$ cat src/rtl/spi_arbiter.sv
// spi_arbiter: shares one SPI master core among NREQ requesters with burst locking.
// Define SPI_ARBITER_RR_EN for round-robin arbitration; otherwise lowest index wins.
module spi_arbiter #(
  parameter int NREQ = 2,
  parameter int D_WIDTH = 8
) (
  input  logic                    clk,
  input  logic                    reset,
  input  logic [NREQ-1:0]         req,
  input  logic [NREQ-1:0]         req_cont,
  input  logic [NREQ*D_WIDTH-1:0] req_tx,
  input  logic [NREQ*2-1:0]       req_mode,
  output logic [NREQ-1:0]         gnt,
  output logic [NREQ-1:0]         done,
  output logic [D_WIDTH-1:0]      rx_data,
  output logic                    core_enable,
  output logic                    core_cont,
  output logic                    core_cpol,
  output logic                    core_cpha,
  output logic [D_WIDTH-1:0]      core_tx_data,
  input  logic                    core_busy,
  input  logic [D_WIDTH-1:0]      core_rx_data
);
  localparam int IW = NREQ > 1 ? $clog2(NREQ) : 1;
  typedef enum logic [2:0] {IDLE, START, XFER, DONE, HOLD} state_t;
  state_t state, state_d;
  logic [IW-1:0] g, win, ptr;
  logic [NREQ-1:0] one_hot;
  int k;
  // Scan from the highest offset down so the last hit is the first set bit at or after ptr.
  always_comb begin
    win = '0;
    k = 0;
    for (int i = NREQ - 1; i >= 0; i--) begin
      k = (int'(ptr) + i) % NREQ;
      if (req[k]) win = IW'(k);
    end
    one_hot = '0;
    one_hot[win] = 1'b1;
  end
`ifdef SPI_ARBITER_RR_EN
  logic rel;
  assign rel = (state == DONE && !core_cont) || (state == HOLD && !req[g]);
  always_ff @(posedge clk or posedge reset)
    if (reset) ptr <= '0;
    else if (rel) ptr <= (int'(g) == NREQ - 1) ? '0 : g + 1'b1;
`else
  assign ptr = '0;
`endif
  always_comb begin
    state_d = state;
    case (state)
      IDLE:    state_d = |req ? START : IDLE;
      START:   state_d = core_enable && core_busy ? XFER : START;
      XFER:    state_d = core_busy ? XFER : DONE;
      DONE:    state_d = core_cont ? HOLD : IDLE;
      HOLD:    state_d = req[g] ? START : IDLE;
      default: state_d = IDLE;
    endcase
  end
  assign done = state == DONE ? gnt : '0;
  // core_cont doubles as the latched "burst continues" flag for the current byte.
  always_ff @(posedge clk or posedge reset) begin
    if (reset) begin
      state <= IDLE;
      g <= '0;
      gnt <= '0;
      rx_data <= '0;
      core_enable <= 1'b0;
      core_cont <= 1'b0;
      core_cpol <= 1'b0;
      core_cpha <= 1'b0;
      core_tx_data <= '0;
    end else begin
      state <= state_d;
      case (state)
        IDLE: if (|req) begin
          g <= win;
          gnt <= one_hot;
          core_tx_data <= req_tx[int'(win)*D_WIDTH +: D_WIDTH];
          {core_cpha, core_cpol} <= req_mode[int'(win)*2 +: 2];
          core_cont <= req_cont[win];
        end
        START: core_enable <= !(core_enable && core_busy);
        XFER: if (!core_busy) rx_data <= core_rx_data;
        DONE: if (!core_cont) gnt <= '0;
        HOLD: if (req[g]) begin
          core_tx_data <= req_tx[int'(g)*D_WIDTH +: D_WIDTH];
          core_cont <= req_cont[g];
        end else begin
          gnt <= '0;
          core_cont <= 1'b0;
        end
        default: ;
      endcase
    end
  end
endmodule

$ cat config.mk
export PLATFORM = sky130hd
export DESIGN_NAME = spi_arbiter
export DESIGN_NICKNAME = d
export VERILOG_FILES = /design/src/rtl/spi_arbiter.sv
export SDC_FILE = /design/constraint.sdc
export NUM_CORES = 1
export LEC_CHECK = 0
export BUFFER_PORTS_ARGS = -buffer_cell sky130_fd_sc_hd__buf_4
export CORE_ASPECT_RATIO = 0.7
export CORE_MARGIN = 2
export CORE_UTILIZATION = 25
export DETAILED_ROUTE_END_ITERATION = 10
export SYNTH_ARGS = -nofsm -noshare
export SYNTH_HDL_FRONTEND = slang
export SYNTH_SLANG_ARGS = --single-unit
export TNS_END_PERCENT = 50
$ cat constraint.sdc
create_clock -name clk -period 1.7 [get_ports clk]
set_input_delay 0.17 -clock clk [delete_from_list [all_inputs] [get_ports clk]]
set_output_delay 0.17 -clock clk [all_outputs]
set_load 0.1 [all_outputs]
Yosys cells after proc, flatten, opt, wreduce, memory -nomap -nowiden
Index checks and enable logic that the tools add are counted.
W data, S select, Z words.
{"block": "totals", "ff_bits": 26, "in_bits": 35, "out_inout_bits": 24, "elab_cells": 63}
{"block": "op_classes", "n_lt_le_gt_ge": 3, "eq_ne": 8, "shifts": 3, "muxes": 27, "bitwise": 1, "reduce_logical": 12}
{"cell": "$shiftx A16 B5 Y8", "count": 2}
{"cell": "$mux W8", "count": 2}
{"cell": "$pmux W8 S2", "count": 1}
{"cell": "$pmux W3 S5", "count": 1}
{"cell": "$mux W1", "count": 14}
{"cell": "$mux W2", "count": 5}
{"cell": "$ne A2 B2 Y1 const B", "count": 4}
{"cell": "$eq A3 B2 Y1 const B", "count": 2}
{"cell": "$pmux W2 S3", "count": 1}
{"cell": "$reduce_and A2 Y1", "count": 3}
{"cell": "$lt A1 B2 Y1 const B", "count": 2}
{"cell": "$reduce_and A4 Y1", "count": 1}
{"cell": "$shiftx A4 B3 Y2", "count": 1}
{"cell": "$eq A3 B1 Y1 const B", "count": 1}
{"cell": "$eq A3 B3 Y1 const B", "count": 1}
{"cell": "$logic_not A3 Y1", "count": 1}
{"cell": "$mux W3", "count": 1}
{"cell": "$reduce_and A3 Y1", "count": 1}
{"cell": "$reduce_bool A3 Y1", "count": 1}
{"cell": "$logic_and A1 B1 Y1", "count": 2}
{"cell": "$pmux W1 S2", "count": 1}
{"cell": "$reduce_bool A2 Y1", "count": 1}
{"cell": "$reduce_or A2 Y1", "count": 1}
{"cell": "$demux W1 S1", "count": 1}
{"cell": "other kinds (3)", "count": 3}

Longest topological paths before layout
{"block": "depth", "word_depth": 8, "ltp_mapped": 6, "depth_no_buf": 4}

Worst setup path before layout
No wires, ideal clock.
{"block": "synth_path", "path_type": "reg2out", "from": "register gnt[0]", "to": "output port done[0]", "t_arrival_ns": 1.782, "t_required_ns": 1.530, "slack_ns": -0.252, "stages_incl_launch_ff": 2, "path_buffers": 0, "cell_sequence": "dfrtp_1 and2_1"}
{"block": "synth_via", "elab_chain_len": 1}
{"item": "start: declaration", "line": "13", "text": "output logic [NREQ-1:0] gnt,"}
{"item": "start signal: assignment", "line": "79", "text": "gnt <= one_hot;"}
{"item": "$mux W2", "line": "61", "text": "assign done = state == DONE ? gnt : '0;"}
{"item": "end: declaration", "line": "14", "text": "output logic [NREQ-1:0] done,"}
Every way passes these cells.

Worst setup path in the final report
{"block": "layout_path", "from": "register state[2]", "to": "register core_tx_data[6]"}
{"block": "layout_via", "elab_chain_len": 3, "elab_cells_between_ends": 7, "classes_between": "eq/ne (3); mux (1); reduce/logical (3)"}
{"item": "start: declaration", "line": "26", "text": "state_t state, state_d;"}
{"item": "start signal: assignment", "line": "75", "text": "state <= state_d;"}
{"item": "$eq A3 B3 Y1 / $logic_not A3 Y1 (equally long branches)", "line": "76", "text": "case (state)"}
{"item": "$ne A2 B2 Y1 (no source line) / $reduce_bool A2 Y1 (equally long branches)"}
{"item": "$reduce_and A3 Y1 (no source line)"}
{"item": "end signal: assignment", "line": "80", "text": "core_tx_data <= req_tx[int'(win)*D_WIDTH +: D_WIDTH];"}
{"item": "end signal: assignment", "line": "88", "text": "core_tx_data <= req_tx[int'(g)*D_WIDTH +: D_WIDTH];"}
{"item": "end: declaration", "line": "20", "text": "output logic [D_WIDTH-1:0] core_tx_data,"}
Parallel ways exist; a longest one is shown, timed or not.
A chain may end at the register's enable or synchronous reset.

==> impl_metrics.py <==
metrics = {
    "status": {
        "outcome": "finished clean",
    },
    "grt": {
        "antenna_found_initial": 0,
        "grt_overflow": 0,
        "grt_start_max_net_pins": 27,
        "global_route_wire_length_before_repair_mm": 5.33,
        "vias_in_the_first_global_route": 1066,
        "grt.total_usage": 0.109,
    },
    "worst_setup_path": {
        "crit_path_max_fanout": 13,
        "critical-path-top-delay-family": "compound AO/OA/AOI/OAI gates",
        "rr_endpoint": "core_tx_data[6]$_DFFE_PP0P_",
        "crit_path_max_delay_cell_type": "a2111o_2",
        "timing.rr.start": "state[2]$_DFF_PP0_",
        "timing.critical_path.slowest_cell_delay_ns": 0.57,
        "timing.critical_path.to": "core_tx_data[6]$_DFFE_PP0P_",
        "crit_required_ns": 1.86,
        "end_kind": "flop",
        "cp_cell_sequence": "buf_4, a2111o_2, mux2_4",
        "setup.worst_path.start_class": "flop",
        "worst-path-stages": 3,
        "regToRegSetupSlack_ns": 0.10,
        "timing.reg2reg.worst_path_depth": 3,
        "critical_path_arrival_ns": 1.76,
        "critPathLaunch": "state[2]$_DFF_PP0_",
        "critical_path_type": "reg2reg",
        "cp.buffers_inverters": 1,
    },
    "clock_network": {
        "tritoncts": "yes",
        "cts.htree.levels": 1,
        "worst_setup_hold_path_clk_slew_ns": 0.10,
        "clk-insertion-delay-late_ns": 0.28,
        "max-clock-path-buffers": 2,
        "cts.sinks": 26,
        "cts_inserted_buffers": 3,
        "clock-root-buffer": "clkbuf_8",
    },
    "synthesis": {
        "mux_contribution_to_synthesized_area": 0.280,
        "synth-compound-area-share": 0.113,
        "syn_inst": 130,
        "synth_top_area_cell": "dfrtp_1",
        "netlist_area_sq_um": 1440,
        "synthDominantCellAreaShare": 0.451,
        "synth.distinct_cells": 28,
        "synth_fp_nets": 165,
        "ys_seq_area_frac": 0.451,
        "post_synth.cell_area_avg_sq_um": 11.1,
        "yosys.area_share.xor_xnor": 0,
        "dominant_combinational_cell_family_by_area_after_synthesis": "multiplexers",
        "synth-warning-count": 0,
        "synth.ff_latch_count": 26,
        "ys_top_cells_by_area": "dfrtp_1 45%, mux2_2 14%, mux2_4 8.3%",
        "post_synth_fa_ha_maj_area_fraction": 0,
        "area_share_of_and_or_nand_nor_cells_after_synthesis": 0.124,
    },
    "min_path": {
        "min-delay-path-class": "in2reg",
        "min_path_cells": 2,
        "holdCritStartpoint": "core_rx_data[5]",
    },
    "final_layout": {
        "final_layout_size_suffix_gt1_frac": 0.534,
        "layoutNonFillerInstCount": 268,
        "flow.area_growth_from_synthesis_pct": 44.3,
        "insertedDiodeCount": 0,
        "num-fill-cells": 586,
        "num-nets-final": 229,
    },
    "sta": {
        "finalSetupViolCount": 0,
        "tightest_slew_ns": 0.364,
        "timing.max_slew.rel_slack": 0.755,
        "worst_clock_skew_ns": 0.0122,
        "post-route-period-util": 0.941,
        "max_freq_mhz": 625,
        "slew_viol_final": 0,
        "grt_setup_unrepaired": "no",
        "period_minus_slack_ns": 1.60,
        "hold_viol_final": 0,
        "totalNegativeSetupSlack_ns": 0,
    },
    "route": {
        "initial_detailed_routing_violation_count": 15,
        "drc": 0,
        "avgRoutedWirePerCell_microns": 12.8,
        "drt.antenna.violating_nets": 0,
        "vias": 1185,
        "drt_pass_1_iters": 4,
        "route.detailed.vias_per_inst": 4.42,
        "wirelength_mm": 3.44,
    },
    "run": {
        "maxCapViolCount": 0,
    },
    "place": {
        "globalplace.congestion": 0.807,
        "portBuffers": 58,
        "dpl.hpwl_mm": 2.61,
        "dp_cells": 263,
    },
    "floorplan": {
        "fp-row-count": 23,
        "initial_core_util": 0.256,
        "core_region_area_sq_um": 5640,
        "io_pins": 59,
        "die-width_microns": 94.8,
        "die_h_microns": 67.5,
        "die-area_sq_um": 6400,
    },
}
## registers in the layout, summed over array words and instances (netlist names)
signal / count
core_cpha: 1
gnt: 2
core_cont: 1
g: 1
core_cpol: 1
rx_data: 8
state: 3
core_tx_data: 8
core_enable: 1
## metrics by stage
step	worst slack, ns	hold WS, ns	instance area [sq um]	util
2_1_floorplan	-0.00234	0.210	1450	-
3_3_place_gp	0.0719	0.259	1980	0.352
3_5_place_dp	-0.00232	0.263	1980	0.352
4_1_cts	0.00558	0.108	2070	0.367
5_1_grt	0.0400	0.113	2080	0.369
6_report	0.100	0.114	2080	0.369
## worst min path at each step
stage	end
detailed placement	rx_data[1]$_DFFE_PP0P_
finish	rx_data[5]$_DFFE_PP0P_
global placement	rx_data[3]$_DFFE_PP0P_
CTS	rx_data[5]$_DFFE_PP0P_
global route	rx_data[5]$_DFFE_PP0P_
floorplan	core_cont$_DFFE_PP0P_
## Yosys cell counts
cell      count
and2_1        3
and3_1        2
mux2_4        8
buf_2         4
a21o_1        1
inv_1         3
nor2_1        6
nor3_4        1
or3_1         1
o21ai_0      10
o21ai_1       2
nor2b_1       2
nand3_1       2
o31a_1        1
a21oi_1       6
a31oi_1       1
o22ai_1       1
nand2b_1      2
dfrtp_1      26
mux2_2       18
nor3_1        2
nand2_1      12
mux2i_1       8
a2bb2o_1      1
a2111o_1      1
a22oi_1       3
buf_4         2
nor3b_2       1
## area by class of cell
type | instances | area, sq um | share of cell area
clock buffer | 3 | 41.3 | 0.0199
timing repair buffer | 65 | 498 | 0.239
inverter | 3 | 11.3 | 0.00542
multi-input combinational | 95 | 751 | 0.361
clock inverter | 1 | 30.0 | 0.0144
sequential | 26 | 654 | 0.315
tap | 75 | 93.8 | 0.0451
## per-layer routing
metal | wire [microns] | track usage | part of all wire
met1 | 1790 | 0.161 | 0.52
met3 | 219 | 0.0324 | 0.064
met5 | 0 | 0 | 0
met4 | 26 | 0.0272 | 0.0076
met2 | 1400 | 0.155 | 0.41
## placed cells by master, fill, tap and decap left out, types with 2 or more instances in the layout
cell type  Yosys  layout
dfrtp_1       26      23
nor2b_1        2       2
nand3_1        2       2
mux2_2        18      18
inv_1          3       3
nor3_1         2       2
buf_4          2      62
o21ai_1        2       2
nand2b_1       2       2
buf_6          0       2
dfrtp_2        0       3
a21oi_1        6       6
and2_2         0       2
mux2_4         8       8
and3_1         2       2
mux2i_1        8       8
o21ai_0       10      10
nand2_1       12      12
nor2_1         6       5
clkbuf_8       0       3
a22oi_1        3       3
## logic make-up (layout without fill, tap and decap cells)
logic type / after synthesis / in the layout
buf+inv: 9 / 72
mux: 34 / 34
flops: 26 / 26
simple gates: 34 / 34
compound gates: 27 / 27
## worst register-to-register path: stages, from the launching register on
cell,delay (ns)
dfrtp_1,0.39
buf_4,0.18
a2111o_2,0.57
mux2_4,0.34
## timing repair
action | CTS | global route
endpoints found under the hold margin | 26 | 0
hold buffers | 1 | 0
gates resized for setup | 2 | 4
pin swaps | 0 | 1
cloned | 0 | 0
setup buffers | 0 | 0
endpoints found under the setup margin | 7 | 5
Power is not shown: default switching activity piles up to over one toggle a cycle in this logic, so the estimate is an artifact.
